File: src/rtl/game_round_fsm.sv
// Multi-round game controller.
// Sequences IDLE -> COUNTDOWN -> RUNNING -> ROUND_END ... -> FINISH. It has an
// internal seconds prescaler, pause/resume, and registered display outputs
// (state code, seconds remaining, round number) plus one-cycle event pulses.
module game_round_fsm #(
  parameter int CLK_HZ            = 100000000,
  parameter int GAME_SECONDS      = 30,
  parameter int COUNTDOWN_SECONDS = 3,
  parameter int NUM_ROUNDS        = 3
) (
  input  logic       clkIn,
  input  logic       reset,
  input  logic       startGame,
  input  logic       pauseBtn,
  output logic       game_active,
  output logic [2:0] fsm_state,
  output logic [5:0] time_left,
  output logic [3:0] round_num,
  output logic       sec_tick,
  output logic       round_done,
  output logic       game_over
);

  typedef enum logic [2:0] {
    S_IDLE      = 3'd0,
    S_COUNTDOWN = 3'd1,
    S_RUNNING   = 3'd2,
    S_PAUSED    = 3'd3,
    S_ROUND_END = 3'd4,
    S_FINISH    = 3'd5
  } state_e;

  // A one-cycle-per-second clock still needs a 1-bit prescaler.
  localparam int              PW          = (CLK_HZ > 1) ? $clog2(CLK_HZ) : 1;
  localparam logic [PW-1:0]   PRESC_LAST  = PW'(CLK_HZ - 1);
  localparam logic [5:0]      GAME_T      = 6'(GAME_SECONDS);
  localparam logic [5:0]      COUNT_T     = 6'(COUNTDOWN_SECONDS);
  localparam logic [3:0]      ROUNDS_T    = 4'(NUM_ROUNDS);
  // With a zero-length countdown, a round starts straight in RUNNING.
  localparam state_e          ENTRY_STATE = (COUNTDOWN_SECONDS == 0) ? S_RUNNING : S_COUNTDOWN;
  localparam logic [5:0]      ENTRY_TIME  = (COUNTDOWN_SECONDS == 0) ? GAME_T : COUNT_T;

  state_e        state_q, state_d;
  logic [PW-1:0] presc_q, presc_d;
  logic [5:0]    time_q, time_d;
  logic [3:0]    round_q, round_d;
  logic          active_q, active_d;
  logic          sec_tick_q, sec_tick_d;
  logic          round_done_q, round_done_d;
  logic          game_over_q, game_over_d;

  logic counting;
  logic tick;

  // The prescaler runs only while a countdown or round is in progress.
  assign counting = (state_q == S_COUNTDOWN) || (state_q == S_RUNNING);
  assign tick     = counting && (presc_q == PRESC_LAST);

  // Next-state, timer, round and pulse logic.
  always_comb begin
    // NOTE: every variable gets a default first, so no path can leave one
    // unassigned and infer a latch.
    state_d      = state_q;
    presc_d      = presc_q;
    time_d       = time_q;
    round_d      = round_q;
    sec_tick_d   = 1'b0;
    round_done_d = 1'b0;
    game_over_d  = 1'b0;

    if (counting) begin
      presc_d    = tick ? '0 : presc_q + PW'(1);
      sec_tick_d = tick;
    end

    case (state_q)
      S_IDLE, S_FINISH: begin
        if (startGame) begin
          state_d = ENTRY_STATE;
          time_d  = ENTRY_TIME;
          round_d = 4'd1;
          presc_d = '0;
        end
      end

      S_COUNTDOWN: begin
        if (tick) begin
          if (time_q <= 6'd1) begin
            state_d = S_RUNNING;
            time_d  = GAME_T;
            presc_d = '0;
          end else begin
            time_d = time_q - 6'd1;
          end
        end
      end

      S_RUNNING: begin
        if (tick && (time_q <= 6'd1)) begin
          // Expiry wins over a coincident pause request.
          time_d       = 6'd0;
          round_done_d = 1'b1;
          if (round_q >= ROUNDS_T) begin
            state_d     = S_FINISH;
            game_over_d = 1'b1;
          end else begin
            state_d = S_ROUND_END;
          end
        end else begin
          if (tick) begin
            time_d = time_q - 6'd1;
          end
          if (pauseBtn) begin
            state_d = S_PAUSED;
          end
        end
      end

      S_PAUSED: begin
        // Prescaler and timer are left untouched, so resume continues mid-second.
        if (pauseBtn) begin
          state_d = S_RUNNING;
        end
      end

      S_ROUND_END: begin
        time_d = 6'd0;
        if (startGame) begin
          state_d = ENTRY_STATE;
          time_d  = ENTRY_TIME;
          round_d = (round_q < ROUNDS_T) ? round_q + 4'd1 : ROUNDS_T;
          presc_d = '0;
        end
      end

      default: begin
        // Unused codes 6 and 7 recover to a clean idle.
        state_d = S_IDLE;
        time_d  = GAME_T;
        round_d = 4'd0;
        presc_d = '0;
      end
    endcase

    active_d = (state_d == S_RUNNING);
  end

  // State and registered outputs, with synchronous reset taking priority.
  always_ff @(posedge clkIn) begin
    // NOTE: non-blocking assignments here, so every flop samples the
    // pre-edge values regardless of statement order.
    if (reset) begin
      state_q      <= S_IDLE;
      presc_q      <= '0;
      time_q       <= GAME_T;
      round_q      <= 4'd0;
      active_q     <= 1'b0;
      sec_tick_q   <= 1'b0;
      round_done_q <= 1'b0;
      game_over_q  <= 1'b0;
    end else begin
      state_q      <= state_d;
      presc_q      <= presc_d;
      time_q       <= time_d;
      round_q      <= round_d;
      active_q     <= active_d;
      sec_tick_q   <= sec_tick_d;
      round_done_q <= round_done_d;
      game_over_q  <= game_over_d;
    end
  end

  assign game_active = active_q;
  assign fsm_state   = state_q;
  assign time_left   = time_q;
  assign round_num   = round_q;
  assign sec_tick    = sec_tick_q;
  assign round_done  = round_done_q;
  assign game_over   = game_over_q;

endmodule
File: config.mk
export PLATFORM = sky130hd
export DESIGN_NAME = game_round_fsm
export DESIGN_NICKNAME = d
export VERILOG_FILES = /design/src/rtl/game_round_fsm.sv
export SDC_FILE = /design/constraint.sdc
export NUM_CORES = 1
export LEC_CHECK = 0
export BUFFER_PORTS_ARGS = -buffer_cell sky130_fd_sc_hd__buf_2
export CORE_MARGIN = 2
export CORE_UTILIZATION = 60
export DETAILED_ROUTE_END_ITERATION = 12
export GPL_TIMING_DRIVEN = 0
export MAX_ROUTING_LAYER = met4
export PLACE_DENSITY = 0.8
export SLEW_MARGIN = 20
export SYNTH_ARGS = -nofsm -noshare
export SYNTH_HDL_FRONTEND = slang
export SYNTH_SLANG_ARGS = --single-unit
File: constraint.sdc
create_clock -name clkIn -period 3.4 [get_ports clkIn]
set_input_delay 0.51 -clock clkIn [delete_from_list [all_inputs] [get_ports clkIn]]
set_output_delay 0.51 -clock clkIn [all_outputs]
set_load 0.05 [all_outputs]
== After elaboration in Yosys (flattened, before gate mapping) ==
Index checks and enable logic that the tools add are counted.

* Output and inout bits: 17
* Flip-flop bits (word level): 44

* Eq/ne operators: 11
* Add/subtract/negate cells: 3
* Reductions and logical operators: 13
* Order comparisons: 3
* Multiplexer cells: 27
* Bitwise gates (word level): 5

{| class="wikitable"
|+ Operator list
! cell !! number
|-
| 2-to-1 mux 27 bit || 5
|-
| one-hot mux 27 bit (3 select lines) || 1
|-
| 2-to-1 mux 6 bit || 5
|-
| one-hot mux 6 bit (5 select lines) || 1
|-
| adder 27 x 1 -> 27 bit (second input constant) || 1
|-
| equality test 27 bit (second input constant) || 1
|-
| 2-to-1 mux 3 bit || 6
|-
| 2-to-1 mux 4 bit || 3
|-
| one-hot mux 3 bit (4 select lines) || 1
|-
| one-hot mux 4 bit (3 select lines) || 1
|-
| equality test 3 x 2 -> 1 bit (second input constant) || 3
|-
| OR reduction 3 bit || 3
|-
| OR reduction 2 bit || 4
|-
| equality test 3 bit (second input constant) || 2
|-
| less-or-equal comparator 6 x 1 -> 1 bit (second input constant) || 1
|-
| != test 2 bit (second input constant) || 3
|-
| subtractor 6 x 1 -> 6 bit (second input constant) || 1
|-
| inverter 1 bit || 5
|-
| adder 4 x 1 -> 4 bit (second input constant) || 1
|-
| greater-or-equal comparator 4 x 2 -> 1 bit (second input constant) || 1
|-
| < comparator 4 x 2 -> 1 bit (second input constant) || 1
|-
| AND reduction 4 bit || 1
|-
| equality test 3 x 1 -> 1 bit (second input constant) || 1
|-
| zero test 3 bit || 1
|-
| 6 further kinds || 9
|}

== Logic depth before layout (Yosys ltp) ==
* Depth after elaboration: 8
* Depth in mapped cells: 7

== Least setup slack after synthesis ==
No wires, ideal clock.

* Kind: register to register
* Start: reg state_q[1] (netlist: fsm_state[1])
* End: reg active_q (netlist: game_active)
* Data required time: 3.327 ns
* Cell stages (with the launch flop): 7
* Period minus slack after synthesis: 2.589 ns
* Setup time: 0.073 ns
* Arrival time: 2.517 ns
* Slack: 0.811 ns
* Cells stage by stage: dfxtp_1 xnor2_1 or4b_2 or4_4 nor2_4 a21oi_2 nor3b_2

* Cells in the longest elaborated chain, start to end: 7
* Elaborated cells on any way between the ends: 18
* Classes of those cells: eq/ne: 6; mux: 7; reduce/logical: 5

{| class="wikitable"
|+ Ends and longest elaborated chain
! item !! line !! RTL
|-
| start, declared || 43 || <nowiki>state_e state_q, state_d;</nowiki>
|-
| start signal, assigned || 162 || <nowiki>state_q <= state_d;</nowiki>
|-
| equality test 3 x 1 -> 1 bit or equality test 3 x 2 -> 1 bit (tied branches) || 56, 76 ||
|-
| logical OR 1 bit || 56 || <nowiki>assign counting = (state_q == S_COUNTDOWN) || (state_q == S_RUNNING);</nowiki>
|-
| logical AND 1 bit || 57 || <nowiki>assign tick = counting && (presc_q == PRESC_LAST);</nowiki>
|-
| logical AND 1 bit || 99 || <nowiki>if (tick && (time_q <= 6'd1)) begin</nowiki>
|-
| 2-to-1 mux 3 bit || 99 ||
|-
| one-hot mux 3 bit (4 select lines) (*) || 76 || <nowiki>case (state_q)</nowiki>
|-
| equality test 3 x 2 -> 1 bit (*) || 145 || <nowiki>active_d = (state_d == S_RUNNING);</nowiki>
|-
| end signal, assigned || 166 || <nowiki>active_q <= active_d;</nowiki>
|-
| end, declared || 47 || <nowiki>logic active_q, active_d;</nowiki>
|}

Mark *: on every way between the ends. The rest lies on a longest branch, timed or not.
A chain may end at the register's enable or synchronous reset.

== Final worst setup path ==
* Start: reg presc_q[0]
* End: reg time_q[2] (netlist: time_left[2])

* Cells in the longest elaborated chain, start to end: 5
* Elaborated cells on any way between the ends: 8
* Classes of those cells: eq/ne: 3; mux: 2; reduce/logical: 3

{| class="wikitable"
|+ Ends and longest elaborated chain
! item !! line !! RTL
|-
| start, declared || 44 || <nowiki>logic [PW-1:0] presc_q, presc_d;</nowiki>
|-
| start signal, assigned || 163 || <nowiki>presc_q <= presc_d;</nowiki>
|-
| equality test 27 bit (*) || 57 ||
|-
| logical AND 1 bit (*) || 57 ||
|-
| logical AND 1 bit || 99 ||
|-
| 2-to-1 mux 6 bit or != test 3 x 2 -> 1 bit (tied branches) || n/a ||
|-
| one-hot mux 6 bit (5 select lines) or AND reduction 4 bit (tied branches) || n/a ||
|-
| end signal, assigned || 164 || <nowiki>time_q <= time_d;</nowiki>
|-
| end, declared || 45 || <nowiki>logic [5:0] time_q, time_d;</nowiki>
|}

Marks and branches as above.

==> summary.txt <==
Timing
  • Hold Vio Cnt, Final: 0
  • Post-route setup TNS: 0 ns
  • Setup ws final: 0.803 ns
  • Fmax: 0.385 GHz
  • RSZ-0062 raised after global routing: no
  • Crit path time final: 2.60 ns
  • Clock skew: 0.0105 ns
  • Crit share post-route: 76.4%
  • Worst-Margin Slew: 0.768 ns
  • # setup viols final: 0
  • Slew margin rel.: 48.7%
  • Final Max Slew Viols: 0

Critical path
  • Critical path startpoint category: register
  • CP Data Required Time: 3.59 ns
  • Worst path cell trace: ha_1 > nand3b_1 > or4b_2 > nor4_4 > a21oi_1 > a211oi_1 > nor3_1
  • Crit-path max cell delay: 0.77 ns
  • Crit Path Class: register to register
  • Crit Path Max Fanout: 6
  • Critical Path End Type: register
  • Slowest CP cell: or4b_2
  • Data arrival, critical path: 2.78 ns

Route
  • DR vias: 2049
  • Routed Antenna Nets: 0
  • Pre-antenna DRT Iters: 4
  • Vias/cell: 5.85
  • Routed WL per cell: 14.2 um
  • WL final: 4.99 mm
  • DRC: 0
  • Starting DRT DRC Count: 170

Pwr
  • Total power: 972 uW
  • Power per cell area: 390 nW/um^2
  • Peak supply drop: 0.269 mV
  • Leakage: 0.000923 uW

Clock network
  • Clk sinks: 44
  • Post-CTS setup buffer count: 0
  • Clock buffer depth: 2
  • CTS root buf: clkbuf_8
  • Clk_lat worst skew: 0.30 ns
  • CTS Buf Count: 5
  • H-tree levels: 2
  • Worst-path clk slew: 0.08 ns
  • CTS resizes: 0
  • Hold buffer count at CTS: 0
  • CTS tree: yes

Placement
  • Pre-CTS setup slack: 0.850 ns
  • Final Wtd Congestion: 0.943
  • IO Port Bufs: 20
  • DP HPWL: 3.64 mm

Global routing
  • Total GRT Usage: 26.3%
  • Largest net degree at the start of global routing: 13
  • Vias in the first global route: 1918
  • Total grt overflow: 0
  • Global-route wire length before repair: 8.54 mm
  • Initial antenna violation count: 0

Finish
  • NumNets Final: 310
  • Synthesis-to-layout area growth: 10.5%
  • Layout cells sized above 1: 12.6%
  • N_diodes: 0

Yosys
  • Seq/Total Area, Yosys: 39.1%
  • Synth unique cells: 47
  • Gate Count Post-Synth: 275
  • Count leader, synth: dfxtp_1
  • Post-synth EDFFs: 0
  • Synth Flop Type: dfxtp_1
  • Ys async rst share: 0%
  • Post-synth top area share: 39.1%
  • Syn nets: 283
  • Mapped Area: 2250 um^2
  • Number of register bits inferred by synthesis: 44
  • Synth cell count leaders: dfxtp_1 (44), nor2_1 (40), nand2_1 (27), nor3_1 (15), xor2_1 (15)
  • Synth Area per Inst: 8.19 um^2
  • Synth warn: 0
  • Top cells by area, synth: dfxtp_1 (39%), nor2_1 (6.7%), xor2_1 (5.8%), nand2_1 (4.5%), nor3_1 (3.3%)
  • Post-synth top area cell: dfxtp_1

Die
  • Initial Util: 62.0%
  • Die X-Extent: 65.3 um
  • Core Area: 3630 um^2
  • Ports: 21
  • Die Footprint: 4260 um^2
  • Die H: 65.3 um
  • Rows: 22

Job
  • Max_cap viols: 0

Status
  • Status: finished, final reports clean

Min path
  • Hold/Removal Path Class: register to register
## critical path: cells and delay by family, from the launching register on
family,cells,cell delay (ns)
adders and majority gates,1,0.21
and+or+nand+nor,4,1.35
DFF,1,0.39
AOI/OAI and AO/OA,2,0.54
## registers in the layout (all words and copies together), names as in the netlist
signal and flops:
round_num 4, game_over 1, presc_q 27, sec_tick 1, round_done 1, time_left 6
game_active 1, fsm_state 3
## metal layers
layer	share of wire, %	GRT usage [%]	vias up	wire length [um]
met2	52	44.8	51	2600
met5	0	-	-	0
li1	-	-	1040	-
met4	0.92	9.64	0	46
met1	43	30.6	950	2140
met3	4.0	5.82	8	201
## power breakdown
| part | internal, uW | switching, uW | total [uW] |
|---|---|---|---|
| clock network | 140 | 169 | 309 |
| registers | 526 | 16.9 | 543 |
| logic | 32.2 | 88.0 | 120 |
## placed cells by master (no fill, tap or decap), drive strengths merged, types with 10 or more instances in the layout
cell type  count
a21oi         14
buf           20
nand3         11
dfxtp         44
nand2         27
nor2          41
xor2          15
nor3          15
clkbuf        13
o21ai         10
## stage by stage
step / hold slack, ns / cells / utilization (%) / cell area (um^2)
after floorplan: 0.453 / 275 / - / 2250
after global placement: 0.460 / 343 / 66.4 / 2410
after detailed placement: 0.472 / 343 / 66.4 / 2410
after CTS: 0.484 / 350 / 68.6 / 2490
after global routing: 0.517 / 350 / 68.6 / 2490
final: 0.476 / 350 / 68.6 / 2490
## logic make-up after synthesis
| family | synth area share [%] |
|---|---|
| fa+ha+maj | 2.22 |
| compound gates | 13.5 |
| xor+xnor | 8.94 |
| buf+inv | 2.17 |
| flops | 39.1 |
| simple gates | 34.1 |
## cell type report
cell class / instances / area [um^2]
multi-input cells: 218 / 1320
plain buffers: 7 / 26.3
flip-flops and latches: 44 / 881
clock buffers: 6 / 72.6
clock inverters: 1 / 5.00
inverters: 6 / 22.5
repair buffers: 20 / 100
fillers: 320 / 1140
well taps: 48 / 60.1
## path summary, 6_finish.rpt
path / slack [ns] / to / cells past startpoint / start
max reg2reg: 0.80 / time_left[2] / 7 / presc_q[0]
max: 0.80 / time_left[2] / 7 / presc_q[0]
min reg2reg: 0.48 / round_num[1] / 2 / round_num[1]
min: 0.48 / round_num[1] / 2 / round_num[1]
(Power assumes the default switching activity.)
